[src/rtl/ram_port_arbiter_pkg.sv]
// ram_port_arbiter_pkg: shared FSM encoding and master-index helpers for the RAM port-A arbiter
package ram_port_arbiter_pkg;
  typedef enum logic [1:0] {IDLE = 2'd0, ACC = 2'd1, RESP = 2'd2, CLEAR = 2'd3} state_t;
  localparam int MIW = 1;
  function automatic logic [1:0] idx2oh(input logic [MIW-1:0] i);
    return i ? 2'b10 : 2'b01;
  endfunction
endpackage

[src/rtl/ram_port_arbiter_if.sv]
// ram_port_arbiter_if: one requester's request/response bus to the RAM port-A arbiter
interface ram_port_arbiter_if #(parameter int DW = 32, parameter int AW = 10);
  logic cs;
  logic we;
  logic [AW-1:0] adr;
  logic [DW/8-1:0] sel;
  logic [DW-1:0] dat_w;
  logic [DW-1:0] dat_r;
  logic ack;
  modport master (output cs, we, adr, sel, dat_w, input dat_r, ack);
  modport slave (input cs, we, adr, sel, dat_w, output dat_r, ack);
endinterface

[src/rtl/ram_port_arbiter_rr_arb2.sv]
// ram_port_arbiter_rr_arb2: two-way round-robin grant with a registered last-grant pointer
module ram_port_arbiter_rr_arb2
  import ram_port_arbiter_pkg::*;
(
  input  logic           clk,
  input  logic           rst,
  input  logic [1:0]     req_i,
  input  logic           upd_i,
  output logic [1:0]     gnt_o,
  output logic [MIW-1:0] last_o
);
  logic last_q;
  // last_q resets to 1 so that m0 wins the first contested grant
  assign gnt_o = {req_i[1] & (~req_i[0] | ~last_q), req_i[0] & (~req_i[1] | last_q)};
  assign last_o = last_q;
  always_ff @(posedge clk or posedge rst)
    if (rst) last_q <= 1'b1;
    else if (upd_i) last_q <= gnt_o[1];
endmodule

[src/rtl/ram_port_arbiter.sv]
// ram_port_arbiter: shares RAM port A between two masters and runs a whole-RAM clear sequencer
module ram_port_arbiter
  import ram_port_arbiter_pkg::*;
#(
  parameter int             DW      = 32,
  parameter int             SW      = DW / 8,
  parameter int             MD      = 1024,
  parameter int             AW      = $clog2(MD),
  parameter logic [DW-1:0]  CLR_VAL = '0
) (
  input  logic               clk,
  input  logic               rst,
  input  logic               clr_req_i,
  output logic               clr_busy_o,
  ram_port_arbiter_if.slave  m0_if,
  ram_port_arbiter_if.slave  m1_if,
  output logic               ram_clk_en_o,
  output logic               ram_we_o,
  output logic [AW-1:0]      ram_adr_o,
  output logic [SW-1:0]      ram_sel_o,
  output logic [DW-1:0]      ram_dat_w_o,
  input  logic [DW-1:0]      ram_dat_r_i
);
  state_t         state_q;
  logic [AW-1:0]  cnt_q;
  logic [1:0]     ack_q;
  logic           busy_q;
  logic           we_q;
  logic [AW-1:0]  adr_q;
  logic [SW-1:0]  sel_q;
  logic [DW-1:0]  dat_q;
  logic [1:0]     gnt;
  logic [MIW-1:0] last;
  logic           grant;
  assign grant = state_q == IDLE && !clr_req_i && |gnt;
  ram_port_arbiter_rr_arb2 u_arb (
    .clk    (clk),
    .rst    (rst),
    .req_i  ({m1_if.cs, m0_if.cs}),
    .upd_i  (grant),
    .gnt_o  (gnt),
    .last_o (last)
  );
  assign ram_clk_en_o = 1'b1;
  assign ram_we_o     = we_q;
  assign ram_adr_o    = adr_q;
  assign ram_sel_o    = sel_q;
  assign ram_dat_w_o  = dat_q;
  assign clr_busy_o   = busy_q;
  assign m0_if.ack    = ack_q[0];
  assign m1_if.ack    = ack_q[1];
  assign m0_if.dat_r  = ack_q[0] ? ram_dat_r_i : '0;
  assign m1_if.dat_r  = ack_q[1] ? ram_dat_r_i : '0;
  // the arbiter's last-grant pointer doubles as the owner of the in-flight access
  always_ff @(posedge clk or posedge rst)
    if (rst) begin
      state_q <= IDLE;
      cnt_q   <= '0;
      ack_q   <= '0;
      busy_q  <= 1'b0;
      we_q    <= 1'b0;
      adr_q   <= '0;
      sel_q   <= '0;
      dat_q   <= '0;
    end else begin
      case (state_q)
        IDLE:
          if (clr_req_i) begin
            state_q <= CLEAR;
            busy_q  <= 1'b1;
            we_q    <= 1'b1;
            adr_q   <= '0;
            sel_q   <= '1;
            dat_q   <= CLR_VAL;
          end else if (grant) begin
            state_q <= ACC;
            we_q    <= gnt[1] ? m1_if.we : m0_if.we;
            adr_q   <= gnt[1] ? m1_if.adr : m0_if.adr;
            sel_q   <= gnt[1] ? m1_if.sel : m0_if.sel;
            dat_q   <= gnt[1] ? m1_if.dat_w : m0_if.dat_w;
          end
        ACC: begin
          state_q <= RESP;
          we_q    <= 1'b0;
          ack_q   <= idx2oh(last);
        end
        RESP: begin
          state_q <= IDLE;
          ack_q   <= '0;
        end
        CLEAR:
          if (cnt_q == AW'(MD - 1)) begin
            state_q <= IDLE;
            cnt_q   <= '0;
            busy_q  <= 1'b0;
            we_q    <= 1'b0;
          end else begin
            cnt_q <= cnt_q + 1'b1;
            adr_q <= cnt_q + 1'b1;
          end
      endcase
    end
endmodule

[src/flat_wrapper.sv]
// flat-port wrapper written by rule: the top's interface ports become plain ports
module ram_port_arbiter_flat import ram_port_arbiter_pkg::*;
#(
  parameter int             DW      = 32,
  parameter int             SW      = DW / 8,
  parameter int             MD      = 1024,
  parameter int             AW      = $clog2(MD),
  parameter logic [DW-1:0]  CLR_VAL = '0
)
  (clk, rst, clr_req_i, clr_busy_o, ram_clk_en_o, ram_we_o, ram_adr_o, ram_sel_o, ram_dat_w_o, ram_dat_r_i, m0_if_cs, m0_if_we, m0_if_adr, m0_if_sel, m0_if_dat_w, m0_if_dat_r, m0_if_ack, m1_if_cs, m1_if_we, m1_if_adr, m1_if_sel, m1_if_dat_w, m1_if_dat_r, m1_if_ack);
  ram_port_arbiter_if #(.DW(DW), .AW(AW)) m0_if_i ();
  ram_port_arbiter_if #(.DW(DW), .AW(AW)) m1_if_i ();
  input  logic clk;
  input  logic rst;
  input  logic clr_req_i;
  output logic clr_busy_o;
  output logic ram_clk_en_o;
  output logic ram_we_o;
  output logic [AW-1:0] ram_adr_o;
  output logic [SW-1:0] ram_sel_o;
  output logic [DW-1:0] ram_dat_w_o;
  input  logic [DW-1:0] ram_dat_r_i;
  input wire logic [$bits(m0_if_i.cs)-1:0] m0_if_cs;
  input wire logic [$bits(m0_if_i.we)-1:0] m0_if_we;
  input wire logic [$bits(m0_if_i.adr)-1:0] m0_if_adr;
  input wire logic [$bits(m0_if_i.sel)-1:0] m0_if_sel;
  input wire logic [$bits(m0_if_i.dat_w)-1:0] m0_if_dat_w;
  output wire logic [$bits(m0_if_i.dat_r)-1:0] m0_if_dat_r;
  output wire logic [$bits(m0_if_i.ack)-1:0] m0_if_ack;
  input wire logic [$bits(m1_if_i.cs)-1:0] m1_if_cs;
  input wire logic [$bits(m1_if_i.we)-1:0] m1_if_we;
  input wire logic [$bits(m1_if_i.adr)-1:0] m1_if_adr;
  input wire logic [$bits(m1_if_i.sel)-1:0] m1_if_sel;
  input wire logic [$bits(m1_if_i.dat_w)-1:0] m1_if_dat_w;
  output wire logic [$bits(m1_if_i.dat_r)-1:0] m1_if_dat_r;
  output wire logic [$bits(m1_if_i.ack)-1:0] m1_if_ack;
  assign m0_if_i.cs = m0_if_cs;
  assign m0_if_i.we = m0_if_we;
  assign m0_if_i.adr = m0_if_adr;
  assign m0_if_i.sel = m0_if_sel;
  assign m0_if_i.dat_w = m0_if_dat_w;
  assign m0_if_dat_r = m0_if_i.dat_r;
  assign m0_if_ack = m0_if_i.ack;
  assign m1_if_i.cs = m1_if_cs;
  assign m1_if_i.we = m1_if_we;
  assign m1_if_i.adr = m1_if_adr;
  assign m1_if_i.sel = m1_if_sel;
  assign m1_if_i.dat_w = m1_if_dat_w;
  assign m1_if_dat_r = m1_if_i.dat_r;
  assign m1_if_ack = m1_if_i.ack;
  ram_port_arbiter #(.DW(DW), .SW(SW), .MD(MD), .AW(AW), .CLR_VAL(CLR_VAL)) u_core (.clk(clk), .rst(rst), .clr_req_i(clr_req_i), .clr_busy_o(clr_busy_o), .m0_if(m0_if_i), .m1_if(m1_if_i), .ram_clk_en_o(ram_clk_en_o), .ram_we_o(ram_we_o), .ram_adr_o(ram_adr_o), .ram_sel_o(ram_sel_o), .ram_dat_w_o(ram_dat_w_o), .ram_dat_r_i(ram_dat_r_i));
endmodule
[config.mk]
export PLATFORM = sky130hd
export DESIGN_NAME = ram_port_arbiter_flat
export DESIGN_NICKNAME = d
export VERILOG_FILES = /design/src/rtl/ram_port_arbiter_pkg.sv /design/src/rtl/ram_port_arbiter_if.sv /design/src/rtl/ram_port_arbiter_rr_arb2.sv /design/src/rtl/ram_port_arbiter.sv /design/src/flat_wrapper.sv
export SDC_FILE = /design/constraint.sdc
export NUM_CORES = 1
export LEC_CHECK = 0
export ABC_AREA = 0
export CORE_MARGIN = 5
export CORE_UTILIZATION = 39
export DETAILED_ROUTE_END_ITERATION = 6
export PLACE_DENSITY = 0.86
export SYNTH_ARGS = -nofsm -noshare
export SYNTH_HDL_FRONTEND = slang
export SYNTH_SLANG_ARGS = --single-unit
[constraint.sdc]
create_clock -name clk -period 4.5 [get_ports clk]
set_input_delay 1.125 -clock clk [delete_from_list [all_inputs] [get_ports clk]]
set_output_delay 1.125 -clock clk [all_outputs]
set_load 0.02 [all_outputs]
# Word level (Yosys, flattened, before mapping)
# Index checks and enable logic that the tools add are counted.
[op_classes] addsub=1 eq_ne=8 mux=27 bitwise_logic=7 reduce_logical=14
[ops] cell="2-to-1 mux 32 bit" n=5
[ops] cell="2-to-1 mux 10 bit" n=5
[ops] cell="case mux 10 bit (2 select lines)" n=1
[ops] cell="2-to-1 mux 4 bit" n=3
[ops] cell="adder 10 x 1 -> 10 bit, second input constant" n=1
[ops] cell="== test 10 bit, second input constant" n=1
[ops] cell="AND reduction 3 bit" n=3
[ops] cell="2-to-1 mux 2 bit" n=4
[ops] cell="case mux 2 bit (4 select lines)" n=1
[ops] cell="nonzero test 2 bit" n=3
[ops] cell="2-to-1 mux 1 bit" n=5
[ops] cell="== test 2 bit, second input constant" n=2
[ops] cell="inequality test 2 bit, second input constant" n=2
[ops] cell="case mux 2 bit (2 select lines)" n=1
[ops] cell="AND reduction 2 bit" n=2
[ops] cell="inequality test 3 x 2 -> 1 bit, second input constant" n=1
[ops] cell="inverter 1 bit" n=3
[ops] cell="case mux 1 bit (3 select lines)" n=1
[ops] cell="nonzero test 3 bit" n=1
[ops] cell="bitwise AND 1 bit" n=2
[ops] cell="== test 2 x 1 -> 1 bit, second input constant" n=1
[ops] cell="logical AND 1 bit" n=2
[ops] cell="logical NOT 2 bit" n=1
[ops] cell="inequality test 2 x 1 -> 1 bit, second input constant" n=1
[ops] cell="other kinds (4)" n=5
[word_totals] regBits=63 input_bits=131 output_inout_bits=115

# Longest topological paths before layout
[depth] depth_word=8 depth_mapped=8 depth_no_buf=6

# Modules after synthesis
# From an unflattened synthesis, not the netlist that was laid out.
[hier_totals] cells_unflattened=404 hier_area_um2=3832.4
[modules_own_cells] module="ram_port_arbiter" n_inst=1 cells_each=398 area_per_inst_um2=3764.9 seq_area_each_um2=1551.5
[modules_own_cells] module="ram_port_arbiter_rr_arb2" n_inst=1 cells_each=6 area_per_inst_um2=67.6 seq_area_each_um2=26.3

# Least setup slack after synthesis
# No wires, ideal clock.
[synth_path] path_kind="input -> output" startpoint="input port ram_dat_r_i[0]" endpoint="output port m0_if_dat_r[0]" arrival_time_ns=1.341 required_ns=3.375 setup_slack_ns=2.034 cell_stages=1 n_path_buf=0 path_cell_list="and2_1"
[synth_between] elab_chain_len=1
[synth_lines] element="start, declared" line_no="flat_wrapper.sv:22" source="input logic [DW-1:0] ram_dat_r_i;"
[synth_lines] element="2-to-1 mux 32 bit" line_no="ram_port_arbiter.sv:52" source="assign m0_if.dat_r = ack_q[0] ? ram_dat_r_i : '0;"
[synth_lines] element="end, declared" line_no="flat_wrapper.sv:28" source="output wire logic [$bits(m0_if_i.dat_r)-1:0] m0_if_dat_r;"
# Every way passes these cells.

# Final worst setup path
[layout_path] startpoint="input port ram_dat_r_i[28]" endpoint="output port m1_if_dat_r[28]"
[layout_between] elab_chain_len=1
[layout_lines] element="2-to-1 mux 32 bit" line_no="ram_port_arbiter.sv:53" source="assign m1_if.dat_r = ack_q[1] ? ram_dat_r_i : '0;"
[layout_lines] element="end, declared" line_no="flat_wrapper.sv:35" source="output wire logic [$bits(m1_if_i.dat_r)-1:0] m1_if_dat_r;"
# Every way passes these cells.

==> impl_metrics.toml <==
[synth]
syn-cell-area_sq_um = 3745
ys_async_sr_fraction = 1.000
synthMuxAreaShare = 0.1640
synth_most_common_cell = "and2_1"
synth-xor-area-share = 0.01637
yosys_warnings = 0
synth_fa_ha_area_frac = 0.01671
synth_edf_count = 0
synthSimpleGateAreaFrac = 0.1988
yosysTopAreaCell = "dfrtp_1"
synth_top_family_by_area = "simple AND/OR/NAND/NOR gates"
synth_nets = 529
ys_seq_elements = 63
synth_cells = 393
synth.distinct_cells = 45
synth_area_leaders = "dfrtp_1, and2_1, mux2i_1"
ys_seq_area_frac = 0.4213
post_synth.cell_area_avg_sq_um = 9.529
ys_top_cells_by_count = "and2_1, dfrtp_1, nand2_1"
ys.flop_type = "dfrtp_1"
synth_compound_area_frac = 0.1370
synth.top_cell.area_share = 0.4143

[setup_path]
start_kind = "input pin"
cp-end-kind = "output pin"
arrival_ns = 2.36
worst-path-buf-inv = 2
path_cells = "clkdlybuf4s50_1 -> and2_1 -> clkdlybuf4s50_1"
cpMostUsedCell = "clkdlybuf4s50_1"
worstPathRequired_ns = 3.38
reg2reg_setup_slack_ns = 2.07
cp_slowest_cell = "clkdlybuf4s50_1"
crit_family = "buffers and inverters"
cp_slowest_stage_delay_ns = 0.61
critPathKind = "in -> out"
worstPathMaxFanout = 2

[floorplan]
start_util = 0.4034
core_sq_um = 9284
die-area_sq_um = 11660
die_h_um = 108.0
rows = 35
io_pins = 246
die_w_um = 108.0

[sta]
max_slew.worst_pin.slew_ns = 1.224
tns_ns = 0
slew-limit-headroom = 0.1837
max_clock_freq_mhz = 287.2
setup_violations = 0
timing.final.crit_share = 0.7738
rsz0062_at_grt = "false"
min_period_ns = 3.482
clock_skew_ns = 0.009366
slew_viol_final = 0
hold_viol = 0

[power_and_ir_drop]
power_density_nw_per_um2 = 522.0
p_leak_nw = 2.614
ir_worst_vdd_mv = 0.2374

[global_route]
grt_pass1_wl_mm = 18.81
grt-ovfl-total = 0
grt_usage = 0.2061
antenna_found_initial = 0
grt_max_degree = 50
grt_pass1_vias = 3640

[cts]
cts_setup_buffers = 0
cts_tree = "built"
cts-root-buf = "clkbuf_8"
h-tree-depth = 3
worstSkewPairLatency_ns = 0.33
cts_resized = 0
cts_buffer_depth = 2
path_clk_slew_ns = 0.07
postCtsHoldBufs = 0
cts_buffers = 9
clock-sinks = 63

[routing]
drt_iter0_markers = 118
dr.pass1.iters = 4
drc = 0
routedWlPerCell_um = 16.61
num_vias = 3735
final_antenna_net_count = 0
vias_per_cell = 4.921
wirelength_mm = 12.60

[place]
dp.cells = 743
dp_hpwl_mm = 10.48
io_buffers = 244
place.gp.congestion = 0.8796

[layout]
fin_nets = 761
area_delta_synth_final_pct = 71.47
n_fill_cell = 748
post-route-util = 0.6916
drive_gt1_frac = 0.06825
fin_cells = 759
num_antenna_cells = 0

[job]
cap_violations = 0

[run_status]
run_status = "finished, final reports clean"

[worst_hold_path]
min_path_type = "reg -> reg"
sequential cells by signal (all words and copies together), names as in the netlist:
signal               flops
u_core.clr_busy_o        1
u_core.ram_sel_o         4
u_core.ram_we_o          1
u_core.ram_adr_o        10
u_core.state_q           2
u_core.u_arb.last_o      1
u_core.cnt_q            10
u_core.ack_q             2
u_core.ram_dat_w_o      32
cells by family after synthesis:
kind of cell,Yosys count
xor gates and xnor gates,7
adders and majority gates,5
AOI/OAI and AO/OA,84
buffers and inverters,37
DFF,63
muxes,57
other,1
and+or+nand+nor,139
path summary, 6_finish.rpt:
| path | startpoint | endpoint | depth (start not counted) |
|---|---|---|---|
| setup / recovery | ram_dat_r_i[28] | m1_if_dat_r[28] | 3 |
| setup reg to reg | u_core.state_q[1]$_DFFE_PP0P_ | u_core.ram_adr_o[8]$_DFFE_PP0P_ | 5 |
| max in group asynchronous | rst | u_core.ram_we_o$_DFFE_PP0P_ | 3 |
| hold / removal | u_core.ram_dat_w_o[24]$_DFFE_PP0P_ | u_core.ram_dat_w_o[24]$_DFFE_PP0P_ | 2 |
| hold reg to reg | u_core.ram_dat_w_o[24]$_DFFE_PP0P_ | u_core.ram_dat_w_o[24]$_DFFE_PP0P_ | 2 |
| min in group asynchronous | rst | u_core.ram_dat_w_o[25]$_DFFE_PP0P_ | 2 |
layer usage:
| metal | routed length [um] | track usage | part of all wire | vias to the layer above |
|---|---|---|---|---|
| li1 | - | - | - | 1822 |
| met1 | 4614 | 0.2213 | 0.37 | 1710 |
| met2 | 6497 | 0.3792 | 0.52 | 177 |
| met3 | 1189 | 0.06209 | 0.094 | 26 |
| met4 | 304 | 0.07755 | 0.024 | 0 |
| met5 | 0 | 0 | 0 | - |
tightest hold or removal path, stage by stage, from the launching register on:
cell and delay [ns]:
dfrtp_1 0.34, nand2_1 0.04, o21ai_0 0.06
layout make-up:
type	instances	area [sq um]	share of cell area
clock buffer	12	135.1	0.02104
clock inverter	4	22.52	0.003507
inverter	10	37.54	0.005846
multi-input combinational	293	2014	0.3137
sequential	63	1578	0.2457
tap	129	161.4	0.02514
timing repair buffer	248	2472	0.3850
report_power, final:
| group | switching, mW | total (mW) | internal [mW] | leakage, nW |
|---|---|---|---|---|
| logic | 0.996 | 1.99 | 0.991 | 1.73 |
| registers | 0.192 | 0.958 | 0.766 | 0.800 |
| clock network | 0.210 | 0.407 | 0.198 | 0.0801 |
| total | 1.40 | 3.35 | 1.95 | 2.61 |
layout by cell type (no fill, tap or decap), drive strengths merged, types with 10 or more instances in the layout:
master           n
and2            65
a21oi           10
dfrtp           62
o21ai           44
mux2            17
clkdlybuf4s50  244
inv             10
mux2i           40
nand2           46
clkbuf          12
stage by stage:
| stage | area [sq um] | setup WS [ns] | total power [mW] | hold slack [ns] |
|---|---|---|---|---|
| floorplan | 3745 | 1.807 | 2.059 | 0.4752 |
| global placement | 6264 | 1.012 | 2.922 | 0.4618 |
| detailed placement | 6264 | 1.002 | 2.971 | 0.4692 |
| CTS | 6421 | 1.002 | 3.389 | 0.4849 |
| global route | 6421 | 0.9551 | 3.563 | 0.5178 |
| finish | 6421 | 1.018 | 3.352 | 0.4788 |
Power figures use the tool's default switching activity.
